[config.mk]
export PLATFORM = sky130hd
export DESIGN_NAME = ca_prng_engine
export DESIGN_NICKNAME = d
export VERILOG_FILES = /design/src/rtl/ca_prng_engine.sv
export SDC_FILE = /design/constraint.sdc
export NUM_CORES = 1
export LEC_CHECK = 0
export CAP_MARGIN = 20
export CORE_ASPECT_RATIO = 1.5
export CORE_MARGIN = 1.5
export CORE_UTILIZATION = 35
export CTS_CLUSTER_SIZE = 40
export DETAILED_ROUTE_END_ITERATION = 7
export PLACE_DENSITY = 0.61
export SYNTH_ARGS = -nofsm -noshare
export SYNTH_HDL_FRONTEND = slang
export SYNTH_SLANG_ARGS = --single-unit
[constraint.sdc]
create_clock -name i_clk -period 2.6 [get_ports i_clk]
set_input_delay 0.52 -clock i_clk [delete_from_list [all_inputs] [get_ports i_clk]]
set_output_delay 0.52 -clock i_clk [all_outputs]
set_load 0.1 [all_outputs]
[src/rtl/ca_prng_engine.sv]
// ca_prng_engine: 1D radius-1 cellular-automaton PRNG packing centre-cell bits into output words.
// Optional all-zero recovery (reload from seed register) enabled by defining CA_STUCK_DETECT_EN.
module ca_prng_engine #(
  parameter int          ARRAY_WIDTH  = 11,
  parameter int          OUT_WIDTH    = 8,
  parameter logic [7:0]  RULE_DEFAULT = 8'd30
) (
  input  logic                   i_clk,
  input  logic                   i_rst,
  input  logic                   i_seed_load,
  input  logic [ARRAY_WIDTH-1:0] i_seed,
  input  logic [7:0]             i_rule,
  input  logic                   i_boundary,
  input  logic                   i_start,
  input  logic [15:0]            i_words,
  input  logic                   i_out_ready,
  output logic                   o_out_valid,
  output logic [OUT_WIDTH-1:0]   o_out_data,
  output logic                   o_busy,
  output logic [ARRAY_WIDTH-1:0] o_state,
  output logic                   o_stuck
);
`ifdef CA_STUCK_DETECT_EN
  localparam bit STUCK_EN = 1'b1;
`else
  localparam bit STUCK_EN = 1'b0;
`endif
  localparam int CENTRE = ARRAY_WIDTH / 2;

  typedef enum logic [1:0] {IDLE, RUN, HOLD} state_t;

  state_t                 state_q, state_d;
  logic [ARRAY_WIDTH-1:0] grid_q, grid_d, seed_q, seed_d, nxt;
  logic [7:0]             rule_q, rule_d;
  logic                   bnd_q, bnd_d;
  logic [OUT_WIDTH-1:0]   coll_q, coll_d, coll_sh, data_q, data_d;
  logic [5:0]             bits_q, bits_d;
  logic [15:0]            words_q, words_d;
  logic                   valid_q, valid_d, stuck_q, stuck_d, zero_q, zero_d;

  // In null mode the edge cells see 0 where the wrap-around neighbour would be.
  always_comb begin
    nxt = '0;
    for (int i = 0; i < ARRAY_WIDTH; i++)
      nxt[i] = rule_q[{grid_q[(i+1)%ARRAY_WIDTH] & !(bnd_q && i == ARRAY_WIDTH-1),
                       grid_q[i],
                       grid_q[(i+ARRAY_WIDTH-1)%ARRAY_WIDTH] & !(bnd_q && i == 0)}];
  end

  assign coll_sh = (coll_q << 1) | OUT_WIDTH'(nxt[CENTRE]);

  always_comb begin
    state_d = state_q;
    grid_d  = grid_q;
    seed_d  = seed_q;
    rule_d  = rule_q;
    bnd_d   = bnd_q;
    coll_d  = coll_q;
    bits_d  = bits_q;
    words_d = words_q;
    data_d  = data_q;
    valid_d = valid_q;
    stuck_d = 1'b0;
    zero_d  = zero_q;
    case (state_q)
      IDLE: begin
        if (i_seed_load) begin
          grid_d = i_seed;
          seed_d = i_seed;
          rule_d = i_rule;
          bnd_d  = i_boundary;
          zero_d = 1'b0;
        end
        if (i_start && i_words != '0) begin
          words_d = i_words;
          coll_d  = '0;
          bits_d  = '0;
          state_d = RUN;
        end
      end
      RUN: begin
        if (STUCK_EN && zero_q) begin
          grid_d  = seed_q;
          stuck_d = 1'b1;
          zero_d  = 1'b0;
        end else begin
          grid_d = nxt;
          coll_d = coll_sh;
          bits_d = bits_q + 6'd1;
          zero_d = STUCK_EN && nxt == '0;
          if (bits_q == 6'(OUT_WIDTH-1)) begin
            data_d  = coll_sh;
            valid_d = 1'b1;
            bits_d  = '0;
            state_d = HOLD;
          end
        end
      end
      HOLD: begin
        if (i_out_ready) begin
          valid_d = 1'b0;
          words_d = words_q - 16'd1;
          coll_d  = '0;
          state_d = words_q == 16'd1 ? IDLE : RUN;
        end
      end
      default: state_d = IDLE;
    endcase
  end

  always_ff @(posedge i_clk or negedge i_rst) begin
    if (!i_rst) begin
      state_q <= IDLE;
      grid_q  <= '0;
      seed_q  <= '0;
      rule_q  <= RULE_DEFAULT;
      bnd_q   <= 1'b0;
      coll_q  <= '0;
      bits_q  <= '0;
      words_q <= '0;
      data_q  <= '0;
      valid_q <= 1'b0;
      stuck_q <= 1'b0;
      zero_q  <= 1'b0;
    end else begin
      state_q <= state_d;
      grid_q  <= grid_d;
      seed_q  <= seed_d;
      rule_q  <= rule_d;
      bnd_q   <= bnd_d;
      coll_q  <= coll_d;
      bits_q  <= bits_d;
      words_q <= words_d;
      data_q  <= data_d;
      valid_q <= valid_d;
      stuck_q <= stuck_d;
      zero_q  <= zero_d;
    end
  end

  assign o_out_valid = valid_q;
  assign o_out_data  = data_q;
  assign o_busy      = state_q != IDLE;
  assign o_state     = grid_q;
  assign o_stuck     = stuck_q;
endmodule

==> flow_metrics.tcl <==
set metrics [dict create \
    numCtsBuffers 9 \
    syn-num-nets 382 \
    dr.pass1.iters 5 \
    register_area_mm2 0.001506 \
    avgSynthCellArea_um2 11.12 \
    synth-async-reset-ratio 1.000 \
    cp-end-kind "flop" \
    io_pins 63 \
    finalCoreUtilization 0.4747 \
    ys_ff_latch 60 \
    overflow 0 \
    dieArea_mm2 0.01138 \
    start_util 0.3567 \
    final_cell_area_mm2 0.005000 \
    synth-simple-area-share 0.1282 \
    post-cts-setup-buffers 0 \
    criticalPathCategory "in2reg" \
    portBuffers 61 \
    synth-xor-area-share 0 \
    synthAdderAreaFrac 0.009990 \
    post_cts_resized 0 \
    muxShareOfSynthArea 0.2181 \
    synth_compound_area_frac 0.1905 \
    synth_ff_type "dfrtp_1" \
    grt_pass1_vias 3243 \
    final_cell_mix "dfrtp_1 (56), buf_4 (53), clkdlybuf4s50_1 (39)" \
    required_ns 2.79 \
    r2r-end "words_q[8]" \
    fin_total_pwr_mw 7.292 \
    drive_gt1_frac 0.3181 \
    syn2layout_area_growth_pct 33.07 \
    crit_arrival_ns 2.63 \
    ant_nets 0 \
    grt_max_degree 29 \
    syn_area_mm2 0.003757 \
    nets 454 \
    grt_pass1_wl_mm 16.97 \
    period_share 0.9403 \
    fmax_mhz 409.0 \
    cap_violations 0 \
    multiInputGateArea_mm2 0.002058 \
    leakage_nw 2.086 \
    tns_ns 0 \
    reg2reg_slack_ns 0.56 \
    finalClockSkew_ns 0.006808 \
    drt_wl_total_mm 10.55 \
    drt-initial-drc-count 213 \
    layout_min_cycle_time_ns 2.445 \
    die_h_um 129.9 \
    worstRegToRegCells 4 \
    tightest_slew_ns 0.7956 \
    finalSetupViolCount 0 \
    cp-start-kind "primary input" \
    cts_buffer_depth 2 \
    drc_errors 0 \
    report.final.slew_viol_count 0 \
    fillers 974 \
    synth_edf_count 0 \
    post_dp_cell_area_mm2 0.004639 \
    synth_warnings 0 \
    core_area_mm2 0.01053 \
    timing.final.ws_setup_ns 0.1551 \
    rsz0062_at_grt "no" \
    worst_ir_drop_vdd_uv 743.6 \
    fin_cells 559 \
    detail_route.wl_per_cell_um 18.87 \
    place_congestion 0.9521 \
    hpwl_mm 7.709 \
    min_path_type "in2async" \
    clockRootBuffer "clkbuf_16" \
    clk_latency_ns 0.33 \
    pre_cts_ws_ns -0.1644 \
    ys_seq_area_frac 0.4009 \
    via_count 3264 \
    outcome "finished, final reports clean" \
    power_density_mw_per_mm2 1458 \
    syn_inst 338 \
    rows 46 \
    cts_tree "yes" \
    synth_top_family_by_area "multiplexers" \
    antenna_found_initial 0 \
    routed_via_density 5.839 \
    crit_fanout 9 \
    maxSlewHeadroom 0.4647 \
    cts.sinks 60 \
    synth.distinct_cells 59 \
    hold_buffers 0 \
    cts_htree_levels 3 \
    n_antenna_cell 0 \
    holdWs_ns 0.1682 \
    layout_commonest_cell "dfrtp_1" \
    final_hold_viol_count 0 \
    dp.cells 543 \
    fp.dieW_um 87.60 \
    grt_use_total 0.1966 \
    clk_pin_slew_ns 0.06 \
    r2r-start "state_q[0]" \
]
==> logic make-up (layout without fill, tap and decap cells) <==
| kind of cell | count (synthesis) | count (layout) |
|---|---|---|
| and+or+nand+nor | 85 | 85 |
| muxes | 52 | 52 |
| AOI/OAI and AO/OA | 91 | 91 |
| buffers and inverters | 46 | 123 |
| adders and majority gates | 3 | 3 |
| DFF | 60 | 60 |
| other | 1 | 1 |
==> synthesized netlist by cell type, types with 3 or more instances <==
| cell type | n | area, um2 |
|---|---|---|
| nor2_1 | 10 | 37.54 |
| nor3_1 | 9 | 45.04 |
| nand2_1 | 19 | 71.32 |
| mux4_2 | 22 | 495.5 |
| dfstp_2 | 4 | 105.1 |
| ha_1 | 3 | 37.54 |
| nor4_1 | 8 | 50.05 |
| a32o_1 | 7 | 70.07 |
| nand2b_1 | 4 | 25.02 |
| and3_1 | 5 | 31.28 |
| dfrtp_1 | 56 | 1401 |
| clkbuf_1 | 31 | 116.4 |
| a221oi_1 | 3 | 26.28 |
| mux2i_1 | 11 | 110.1 |
| a41oi_1 | 4 | 35.03 |
| a211oi_1 | 14 | 105.1 |
| mux2_2 | 19 | 214.0 |
| inv_1 | 10 | 37.54 |
| nand4_1 | 5 | 31.28 |
| a21oi_1 | 13 | 65.06 |
| nor2b_1 | 4 | 25.02 |
| o21ai_0 | 15 | 75.07 |
| o221a_2 | 3 | 33.78 |
| a22o_1 | 4 | 35.03 |
| nand3_1 | 4 | 20.02 |
| or4_1 | 7 | 52.55 |
==> report_power, final <==
| part | switching (mW) | internal, mW | leakage (nW) |
|---|---|---|---|
| clock | 0.437 | 0.991 | 0.176 |
| sequential | 0.818 | 1.40 | 0.724 |
| combinational | 2.07 | 1.58 | 1.19 |
| total | 3.32 | 3.97 | 2.09 |
==> worst max-delay path, cell delays in order <==
cell and delay, ns:
clkdlybuf4s50_1 0.46, or4_4 0.56, o41a_1 0.43, buf_4 0.18, a21oi_4 0.33, o221ai_1 0.16
==> sequential cells by signal (all words and copies together) (netlist names) <==
signal	flops
o_out_valid	1
o_state	11
bits_q	6
rule_q	8
coll_q	7
bnd_q	1
o_out_data	8
state_q	2
words_q	16
==> metal layers <==
layer | track usage | share of wire | vias to the layer above
li1 | - | - | 1477
met1 | 0.2199 | 0.37 | 1627
met2 | 0.3457 | 0.53 | 128
met3 | 0.04617 | 0.054 | 32
met4 | 0.09804 | 0.039 | 0
met5 | 0 | 0 | -
==> how the worst max path moves through the flow <==
stage | from | end | slack, ns | cells past startpoint
finish | i_words[3] | words_q[3] | 0.16 | 6
global route | i_words[3] | words_q[14] | 0.11 | 6
CTS | i_words[3] | words_q[3] | 0.18 | 6
detailed placement | i_words[3] | words_q[3] | -0.16 | 6
global placement | i_words[3] | words_q[3] | -0.13 | 6
floorplan | o_state[5] | o_out_data[0] | 0.12 | 4
==> area by class of cell <==
type,count,share of cell area
sequential,60,0.3013
timing repair buffer,96,0.1707
clock inverter,5,0.02152
clock buffer,11,0.05055
tap,144,0.03604
multi-input combinational,232,0.4117
inverter,11,0.008258
(Power assumes the default switching activity.)
